`src/rtl/instr_fetch_unit.sv`:
```
// Instruction fetch unit: owns the PC, fetches one word per instruction over a
// req/ready handshake, holds it for the control unit and flags memory timeouts.
module instr_fetch_unit #(
  parameter int unsigned           ADDR_WIDTH  = 32,
  parameter logic [ADDR_WIDTH-1:0] RESET_PC    = '0,
  parameter int unsigned           PC_STEP     = 4,
  parameter int unsigned           HOLD_CYCLES = 2,
  parameter int unsigned           TIMEOUT     = 16
) (
  input  logic                  clk,
  input  logic                  reset,
  input  logic                  pc_increment,
  input  logic                  stall,
  output logic                  imem_req,
  output logic [ADDR_WIDTH-1:0] imem_addr,
  input  logic                  imem_ready,
  input  logic [31:0]           imem_rdata,
  output logic [31:0]           instruction,
  output logic                  instr_valid,
  output logic [ADDR_WIDTH-1:0] pc,
  output logic                  fetch_error
);

  localparam int unsigned HW = (HOLD_CYCLES < 1) ? 1 : $clog2(HOLD_CYCLES + 1);
  localparam int unsigned WW = (TIMEOUT == 0) ? 1 : $clog2(TIMEOUT + 1);

  typedef enum logic [1:0] {
    ST_FETCH = 2'd0,
    ST_HOLD  = 2'd1,
    ST_ERROR = 2'd2
  } state_t;

  state_t                state, state_nxt;
  logic [ADDR_WIDTH-1:0] pc_nxt;
  logic [31:0]           instr_nxt;
  logic                  valid_nxt;
  logic                  req_nxt;
  logic                  err_nxt;
  logic [HW-1:0]         hold_cnt, hold_nxt;
  logic [WW-1:0]         wait_cnt, wait_nxt;
  logic                  hold_done_c;
  logic                  timeout_hit_c;

  // The current HOLD cycle counts toward the minimum, so compare the incremented count.
  assign hold_done_c   = (32'(hold_cnt) + 32'd1) >= HOLD_CYCLES;
  assign timeout_hit_c = (TIMEOUT != 0) && ((32'(wait_cnt) + 32'd1) >= TIMEOUT);
  assign imem_addr     = pc;

  always_ff @(posedge clk) begin
    if (reset) begin
      state       <= ST_FETCH;
      pc          <= RESET_PC;
      instruction <= '0;
      instr_valid <= 1'b0;
      imem_req    <= 1'b0;
      fetch_error <= 1'b0;
      hold_cnt    <= '0;
      wait_cnt    <= '0;
    end else begin
      state       <= state_nxt;
      pc          <= pc_nxt;
      instruction <= instr_nxt;
      instr_valid <= valid_nxt;
      imem_req    <= req_nxt;
      fetch_error <= err_nxt;
      hold_cnt    <= hold_nxt;
      wait_cnt    <= wait_nxt;
    end
  end

  // Next-state and next-value logic for every registered output.
  always_comb begin
    state_nxt = state;
    pc_nxt    = pc;
    instr_nxt = instruction;
    valid_nxt = instr_valid;
    req_nxt   = imem_req;
    err_nxt   = fetch_error;
    hold_nxt  = hold_cnt;
    wait_nxt  = wait_cnt;
    case (state)
      ST_FETCH: begin
        req_nxt = 1'b1;
        if (imem_req && imem_ready) begin
          instr_nxt = imem_rdata;
          valid_nxt = 1'b1;
          req_nxt   = 1'b0;
          hold_nxt  = '0;
          state_nxt = ST_HOLD;
        end else if (imem_req) begin
          if (timeout_hit_c) begin
            req_nxt   = 1'b0;
            err_nxt   = 1'b1;
            state_nxt = ST_ERROR;
          end else begin
            wait_nxt = wait_cnt + WW'(1);
          end
        end
      end
      ST_HOLD: begin
        valid_nxt = 1'b1;
        if (hold_cnt != HW'(HOLD_CYCLES)) begin
          hold_nxt = hold_cnt + HW'(1);
        end
        // Stall wins over a simultaneous advance request.
        if (hold_done_c && pc_increment && !stall) begin
          pc_nxt    = pc + ADDR_WIDTH'(PC_STEP);
          valid_nxt = 1'b0;
          wait_nxt  = '0;
          req_nxt   = 1'b1;
          state_nxt = ST_FETCH;
        end
      end
      ST_ERROR: begin
        req_nxt   = 1'b0;
        valid_nxt = 1'b0;
        err_nxt   = 1'b1;
      end
      default: begin
        state_nxt = ST_FETCH;
      end
    endcase
  end

endmodule

```
`config.mk`:
```
export PLATFORM = sky130hd
export DESIGN_NAME = instr_fetch_unit
export DESIGN_NICKNAME = d
export VERILOG_FILES = /design/src/rtl/instr_fetch_unit.sv
export SDC_FILE = /design/constraint.sdc
export NUM_CORES = 1
export LEC_CHECK = 0
export CORE_MARGIN = 5
export CORE_UTILIZATION = 44
export DETAILED_ROUTE_END_ITERATION = 8
export GPL_TIMING_DRIVEN = 0
export MAX_ROUTING_LAYER = met4
export PLACE_DENSITY_LB_ADDON = 0.2
export SLEW_MARGIN = 20
export SYNTH_ARGS = -nofsm -noshare
export SYNTH_HDL_FRONTEND = slang
export SYNTH_SLANG_ARGS = --single-unit
```
`constraint.sdc`:
```
create_clock -name clk -period 2.6 [get_ports clk]
set_input_delay 0.52 -clock clk [delete_from_list [all_inputs] [get_ports clk]]
set_output_delay 0.52 -clock clk [all_outputs]
set_load 0.05 [all_outputs]
```
==> results of run 1 <==
[metrics by stage]
step,instance area [um2],power (mW)
final,5180,2.60
after global routing,5180,2.71
after CTS,5180,2.63
after detailed placement,4960,1.65
after global placement,4960,1.64
after floorplan,3530,1.48
[cell families (layout without fill, tap and decap cells)]
| kind of cell | count (synthesis) | after routing | share of synthesized area, % |
|---|---|---|---|
| DFF | 74 | 74 | 42.1 |
| and+or+nand+nor | 175 | 175 | 24.9 |
| buffers and inverters | 70 | 216 | 11.6 |
| other | 1 | 4 | 0.107 |
| adders and majority gates | 8 | 8 | 2.84 |
| AOI/OAI and AO/OA | 69 | 69 | 11.7 |
| xor gates and xnor gates | 27 | 27 | 6.72 |
[cell type report]
class                   count  area [um2]
multi-input cells         283        1640
clock buffers               9         124
well taps                 102         128
fillers                   672        2590
repair buffers            130        1300
inverters                  15        56.3
clock inverters             7        92.6
plain buffers              55         353
flip-flops and latches     74        1480
[power groups by stage]
stage / combinational, mW / sequential, mW / clock, mW
after global routing: 0.456 / 1.20 / 1.05
after global placement: 0.419 / 1.22 / 0
after CTS: 0.426 / 1.20 / 1.00
after detailed placement: 0.424 / 1.22 / 0
final: 0.424 / 1.20 / 0.979
after floorplan: 0.143 / 1.34 / 0
[state kept, by name, summed over array words and instances, names as in the netlist]
name,cells
wait_cnt,5
imem_addr,30
instruction,32
fetch_error,1
hold_cnt,2
state,2
imem_req,1
instr_valid,1
[Yosys cell counts, types with 6 or more instances]
cell      number  area [um2]
and3_1         6        37.5
dfxtp_1       74        1480
nor2_1        37         139
inv_1         15        56.3
xnor2_1       19         166
ha_1           8         100
nor4_1         8        50.1
nand4_1        6        37.5
nor3_1         8        40.0
a21oi_1       40         200
buf_4         35         263
o21ai_0       10        50.1
nand2_1       80         300
xor2_1         8        70.1
nand3_1        8        40.0
clkbuf_1      16        60.1
[worst max-delay path: cells and delay by family, from the launching register on]
| family | cells | cell delay [ns] |
|---|---|---|
| buffers and inverters | 2 | 0.95 |
| DFF | 1 | 0.47 |
[routing by layer]
layer  part of all wire (%)  routed length [um]
met4                    1.0                  90
met3                    9.3                 841
met1                     42                3800
met5                      0                   0
met2                     48                4300
[worst max-delay path by stage]
stage                            endpoint                      start  slack [ns]
6_report                            pc[9]  imem_addr[9]$_SDFFE_PP0P_        0.33
5_1_grt        imem_addr[12]$_SDFFE_PP0P_   hold_cnt[0]$_SDFFE_PP0P_        0.21
4_1_cts                             pc[9]  imem_addr[9]$_SDFFE_PP0P_        0.30
3_5_place_dp   imem_addr[16]$_SDFFE_PP0P_                      stall        0.13
3_3_place_gp   imem_addr[16]$_SDFFE_PP0P_                      stall        0.15
2_1_floorplan  imem_addr[16]$_SDFFE_PP0P_  imem_addr[2]$_SDFFE_PP0P_        0.59
[placed cells by master (no fill, tap or decap), types with 3 or more instances in the layout]
master | netlist | final
conb_1 | 1 | 4
clkbuf_1 | 16 | 16
clkinv_2 | 0 | 3
nand2_1 | 80 | 80
xnor2_1 | 19 | 19
a21oi_1 | 40 | 40
nor4_1 | 8 | 8
clkdlybuf4s50_1 | 0 | 130
nand3_1 | 8 | 8
buf_4 | 35 | 35
inv_1 | 15 | 15
or3_1 | 4 | 4
clkbuf_8 | 0 | 9
nand4_1 | 6 | 6
nor2_1 | 37 | 37
ha_1 | 8 | 8
xor2_1 | 8 | 8
and3_1 | 6 | 6
and4_1 | 3 | 3
nor3_1 | 8 | 8
o21ai_0 | 10 | 10
dfxtp_1 | 74 | 74
nor4_2 | 4 | 4
==> results.txt, run 1 <==
----------------------------------------------------
[Setup path]
  FF-to-FF Start ... hold_cnt[0]$_SDFFE_PP0P_
  Critical path required time ... 2.08 ns
  Worst endpoint data arrival time ... 1.75 ns
  Startpoint type of the worst setup path ... flop
  Crit-path max cell delay ... 0.79 ns
  Cells on worst reg2reg path ... 7
  Category of the critical setup timing path ... reg2out
  Peak fanout along the critical path ... 6
  CP cell instances ... buf_4 -> clkdlybuf4s50_1
  Register-to-register path setup slack ... 0.41 ns
  Capturing element type of the critical path ... primary output
  Capturing point of the worst reg2reg path ... imem_addr[16]$_SDFFE_PP0P_
  Cell with the largest stage delay on the worst path ... clkdlybuf4s50_1

[Layout]
  Post-layout nets ... 613
  Final cell utilization of the core ... 66.6%
  Final cell count without fillers ... 675
  ANT cells ... 0
  Share of layout cells above drive strength 1 ... 11.3%
  Synth-to-Final Area Change ... 47.1%

[Power and ir drop]
  Proportion of power drawn by combinational gates ... 16.3%
  Reg power frac ... 46.0%
  Leak Pwr ... 1.89 nW
  Net Switching ... 0.730 mW
  P per Cell Area ... 502 nW/um2
  Power share of the clock group ... 37.7%
  Power Internal ... 1.87 mW
  Sw Share ... 28.1%
  VDD IR-drop max ... 415 uV

[Hold path]
  Hold Path Depth ... 2
  Kind of path behind the tightest hold check ... reg2reg
  Hold_sp ... instruction[2]$_SDFFE_PP0P_
  Endpoint with the worst hold slack ... instruction[2]$_SDFFE_PP0P_

[Timing]
  Worst setup skew after layout ... 0.00721 ns
  Number of endpoints with negative hold slack in the final report ... 0
  Count of pins over their slew limit ... 0
  Least setup slack across all paths after layout ... 0.327 ns
  Sum of negative setup slack ... 0 ns
  Post-Route Hold Slack ... 0.456 ns
  RSZ-0062 raised after global routing ... false
  Transition time of the tightest slew-check pin ... 0.705 ns
  Headroom to the max-slew limit ... 52.6%
  Fmax achieved ... 440 MHz
  Final setup viols ... 0
  Fraction of the cycle the final worst path needs ... 87.4%
  Final critical path time including I/O delays and setup ... 2.27 ns

[Detailed routing]
  TritonRoute pass-1 iters ... 4
  Starting DRT DRC Count ... 92
  Routed wire length per instance ... 13.4 um
  Count of vias placed by the detailed router ... 3298
  Detailed-route DRC error count ... 0
  Total length of routed wires ... 9040 um
  Mean number of vias per cell ... 4.89
  Antenna violation net count after detailed routing ... 0

[Global routing]
  Met3 Use GR ... 6.24%
  Overall global routing resource usage ... 18.5%
  GRT met1 Usage ... 20.6%
  Wire length of the first global-routing pass ... 14700 um
  Routing layer with the top usage in global route ... met2
  Vias in the first global route ... 3161
  Global Route met2 Usage ... 31.5%
  Maximum number of pins on one net before global-route repair ... 14
  Number of antenna violations at the first check in global routing ... 0
  Gr ovfl total ... 0

[Job]
  Number of maximum-capacitance constraint violations ... 0

[Yosys]
  Number of flops mapped to enable cells by yosys ... 0
  Synthesized netlist cell count ... 424
  Post-synthesis cell area ... 3520 um2
  Share of synthesized area occupied by flip-flops and latches ... 42.1%
  Synth Register Bits ... 74
  Synth Warn # ... 0
  Top flip-flop cell by instance count after synthesis ... dfxtp_1
  Post-Synthesis Mean Instance Area ... 8.30 um2
  Yosys cell types ... 47
  Asr flop ratio synth ... 0%

[Floorplanning]
  Initial core utilization ... 45.3%
  Number of core rows ... 32
  Overall die width ... 99.4 um
  Die H ... 99.4 um
  Die area ... 9890 um2
  Standard cell core area ... 7770 um2
  Number of top-level pins ... 136

[Clocking]
  Resize count post-CTS ... 0
  CTS Root Cell ... clkbuf_8
  Hold-fix buffers at CTS ... 0
  Number of H-tree levels ... 3
  TritonCTS sink count ... 74
  Clock tree from TritonCTS ... done
  Worst skew pair latency ... 0.33 ns
  Post-CTS clock slew at the launch and capture registers of the worst setup and hold paths ... 0.08 ns
  Total CTS buffers ... 9
  Total setup buffers inserted after CTS ... 0
  Longest Clk Path Bufs ... 2

[Status]
  Run status ... finished, final reports clean

[Placed design]
  Worst setup slack before clock tree synthesis ... 0.133 ns
  Number of input and output port buffers inserted ... 130
  Global placement routability congestion ... 0.843
  Cell count after placement ... 659
  Total half-perimeter wirelength after legalization and detailed placement ... 7060 um

----------------------------------------------------
Note: power is estimated with default switching activity, not from simulation.
==> run 2: changes to the inputs <==
--- a/config.mk
+++ b/config.mk
@@ -7,7 +7,9 @@
 export LEC_CHECK = 0
 export CORE_MARGIN = 5
 export CORE_UTILIZATION = 44
+export CTS_CLUSTER_SIZE = 12
 export DETAILED_ROUTE_END_ITERATION = 8
+export GPL_ROUTABILITY_DRIVEN = 0
 export GPL_TIMING_DRIVEN = 0
 export MAX_ROUTING_LAYER = met4
 export PLACE_DENSITY_LB_ADDON = 0.2
==> results of run 2 <==
The final DEF is identical to that of run 1; final timing and power are the same.
==> run 3: changes to the inputs <==
--- a/config.mk
+++ b/config.mk
@@ -13,6 +13,7 @@
 export GPL_TIMING_DRIVEN = 0
 export MAX_ROUTING_LAYER = met4
 export PLACE_DENSITY_LB_ADDON = 0.2
+export RECOVER_POWER = 50
 export SLEW_MARGIN = 20
 export SYNTH_ARGS = -nofsm -noshare
 export SYNTH_HDL_FRONTEND = slang
==> results.txt, run 3 (synthesis results as in run 1) <==
----------------------------------------------------
[Status]
  Run status ... finished, final reports clean

[Layout]
  Number of flip-flops in the largest register ... 32
  Commonest non-fill, non-tap cells in the layout ... clkdlybuf4s50_1, nand2_1, dfxtp_1
  Top register by number of flip-flops ... instruction
  Post-layout nets ... 613
  Final Instance Area ... 5170 um2
  Most common cell after layout, fill and taps aside ... clkdlybuf4s50_1
  ANT cells ... 0
  Synth-to-Final Area Change ... 46.9%
  Share of layout cells above drive strength 1 ... 11.2%

[Clocking]
  Longest Clk Path Bufs ... 2
  Number of H-tree levels ... 3
  CTS Root Cell ... clkbuf_8
  Hold-fix buffers at CTS ... 0
  Resize count post-CTS ... 0
  Worst skew pair latency ... 0.34 ns
  Post-CTS clock slew at the launch and capture registers of the worst setup and hold paths ... 0.08 ns
  Total CTS buffers ... 9
  Clock tree from TritonCTS ... done
  Total setup buffers inserted after CTS ... 0
  TritonCTS sink count ... 74

[Detailed routing]
  Starting DRT DRC Count ... 92
  Detailed-route DRC error count ... 0
  Routed wire length per instance ... 13.4 um
  Mean number of vias per cell ... 4.89
  TritonRoute pass-1 iters ... 4
  Antenna violation net count after detailed routing ... 0
  Total length of routed wires ... 9050 um
  Count of vias placed by the detailed router ... 3304

[Power and ir drop]
  Total power of the final layout ... 2.59 mW
  Reg power frac ... 46.2%
  Leak Pwr ... 1.99 nW
  Power share of the clock group ... 37.9%
  Net Switching ... 0.731 mW
  VDD IR-drop max ... 409 uV
  Sw Share ... 28.2%
  Power Internal ... 1.86 mW
  Proportion of power drawn by combinational gates ... 15.9%
  P per Cell Area ... 501 nW/um2

[Timing]
  Fmax achieved ... 439 MHz
  Worst setup skew after layout ... 0.00728 ns
  RSZ-0062 raised after global routing ... false
  Post-Route Hold Slack ... 0.453 ns
  Final setup viols ... 0
  Count of pins over their slew limit ... 0
  Final critical path time including I/O delays and setup ... 2.28 ns
  Fraction of the cycle the final worst path needs ... 87.6%
  Sum of negative setup slack ... 0 ns
  Headroom to the max-slew limit ... 53.0%
  Number of endpoints with negative hold slack in the final report ... 0
  Transition time of the tightest slew-check pin ... 0.698 ns

[Floorplanning]
  Number of core rows ... 32
  Overall die width ... 99.4 um
  Standard cell core area ... 7770 um2
  Die H ... 99.4 um
  Number of top-level pins ... 136
  Initial core utilization ... 45.3%
  Die area ... 9890 um2

[Global routing]
  Overall global routing resource usage ... 18.5%
  Wire length of the first global-routing pass ... 14700 um
  Vias in the first global route ... 3161
  Gr ovfl total ... 0
  Number of antenna violations at the first check in global routing ... 0
  Maximum number of pins on one net before global-route repair ... 14

[Setup path]
  Peak fanout along the critical path ... 6
  Critical path required time ... 2.08 ns
  Startpoint type of the worst setup path ... flop
  Cells on worst reg2reg path ... 8
  Capturing element type of the critical path ... primary output
  Category of the critical setup timing path ... reg2out
  Worst endpoint data arrival time ... 1.76 ns

[Hold path]
  Kind of path behind the tightest hold check ... reg2reg
  Hold Path Depth ... 2

[Job]
  Number of maximum-capacitance constraint violations ... 0

[Placed design]
  Total half-perimeter wirelength after legalization and detailed placement ... 7060 um
  Total cell area at the placement stage ... 4960 um2
  Number of input and output port buffers inserted ... 130

----------------------------------------------------
-- run 3: changes by cell type in the layout (fill, tap and decap cells not counted), sizes merged --
cell / delta
buf: -1
clkdlybuf4s50: -36
clkbuf: +1
dlygate4sd3: +36
-- run 3: power by group through the flow --
stage                     combinational [mW]  clock [mW]  sequential (mW)
after floorplan                        0.143           0             1.34
after global placement                 0.419           0             1.22
after detailed placement               0.424           0             1.22
after CTS                              0.426        1.00             1.20
after global routing                   0.445        1.05             1.20
final                                  0.412       0.981             1.19
-- run 3: stage by stage --
step           utilization (%)  worst slack [ns]  instances
2_1_floorplan                -             0.593        427
3_3_place_gp              63.9             0.146        659
3_5_place_dp              63.9             0.133        659
4_1_cts                   66.6             0.295        675
5_1_grt                   66.6             0.193        675
6_report                  66.6             0.321        675
-- run 3: critical path, cell delays in order, from the launching register on --
cell             delay, ns
dfxtp_1               0.48
buf_4                 0.16
clkdlybuf4s50_1       0.79
-- run 3: worst paths after layout --
path / end / slack, ns / from
max reg2reg: imem_addr[23]$_SDFFE_PP0P_ / 0.39 / hold_cnt[0]$_SDFFE_PP0P_
min: instruction[2]$_SDFFE_PP0P_ / 0.45 / instruction[2]$_SDFFE_PP0P_
max: pc[9] / 0.32 / imem_addr[9]$_SDFFE_PP0P_
min reg2reg: instruction[2]$_SDFFE_PP0P_ / 0.45 / instruction[2]$_SDFFE_PP0P_
-- run 3: layer usage --
layer / vias to the layer above / wire length, um / GRT usage, %
met2: 118 / 4310 / 31.5
met3: 10 / 828 / 6.24
met4: 0 / 100 / 4.94
met5: - / 0 / -
met1: 1492 / 3810 / 20.6
li1: 1684 / - / -
-- run 3: final cells by class --
cell class                      count  area, um2
Fill cell                         671       2600
Multi-Input combinational cell    283       1630
Sequential cell                    74       1480
Timing Repair Buffer              130       1300
Buffer                             55        353
Tap cell                          102        128
Clock buffer                        9        124
Clock inverter                      7       92.6
Inverter                           15       56.3
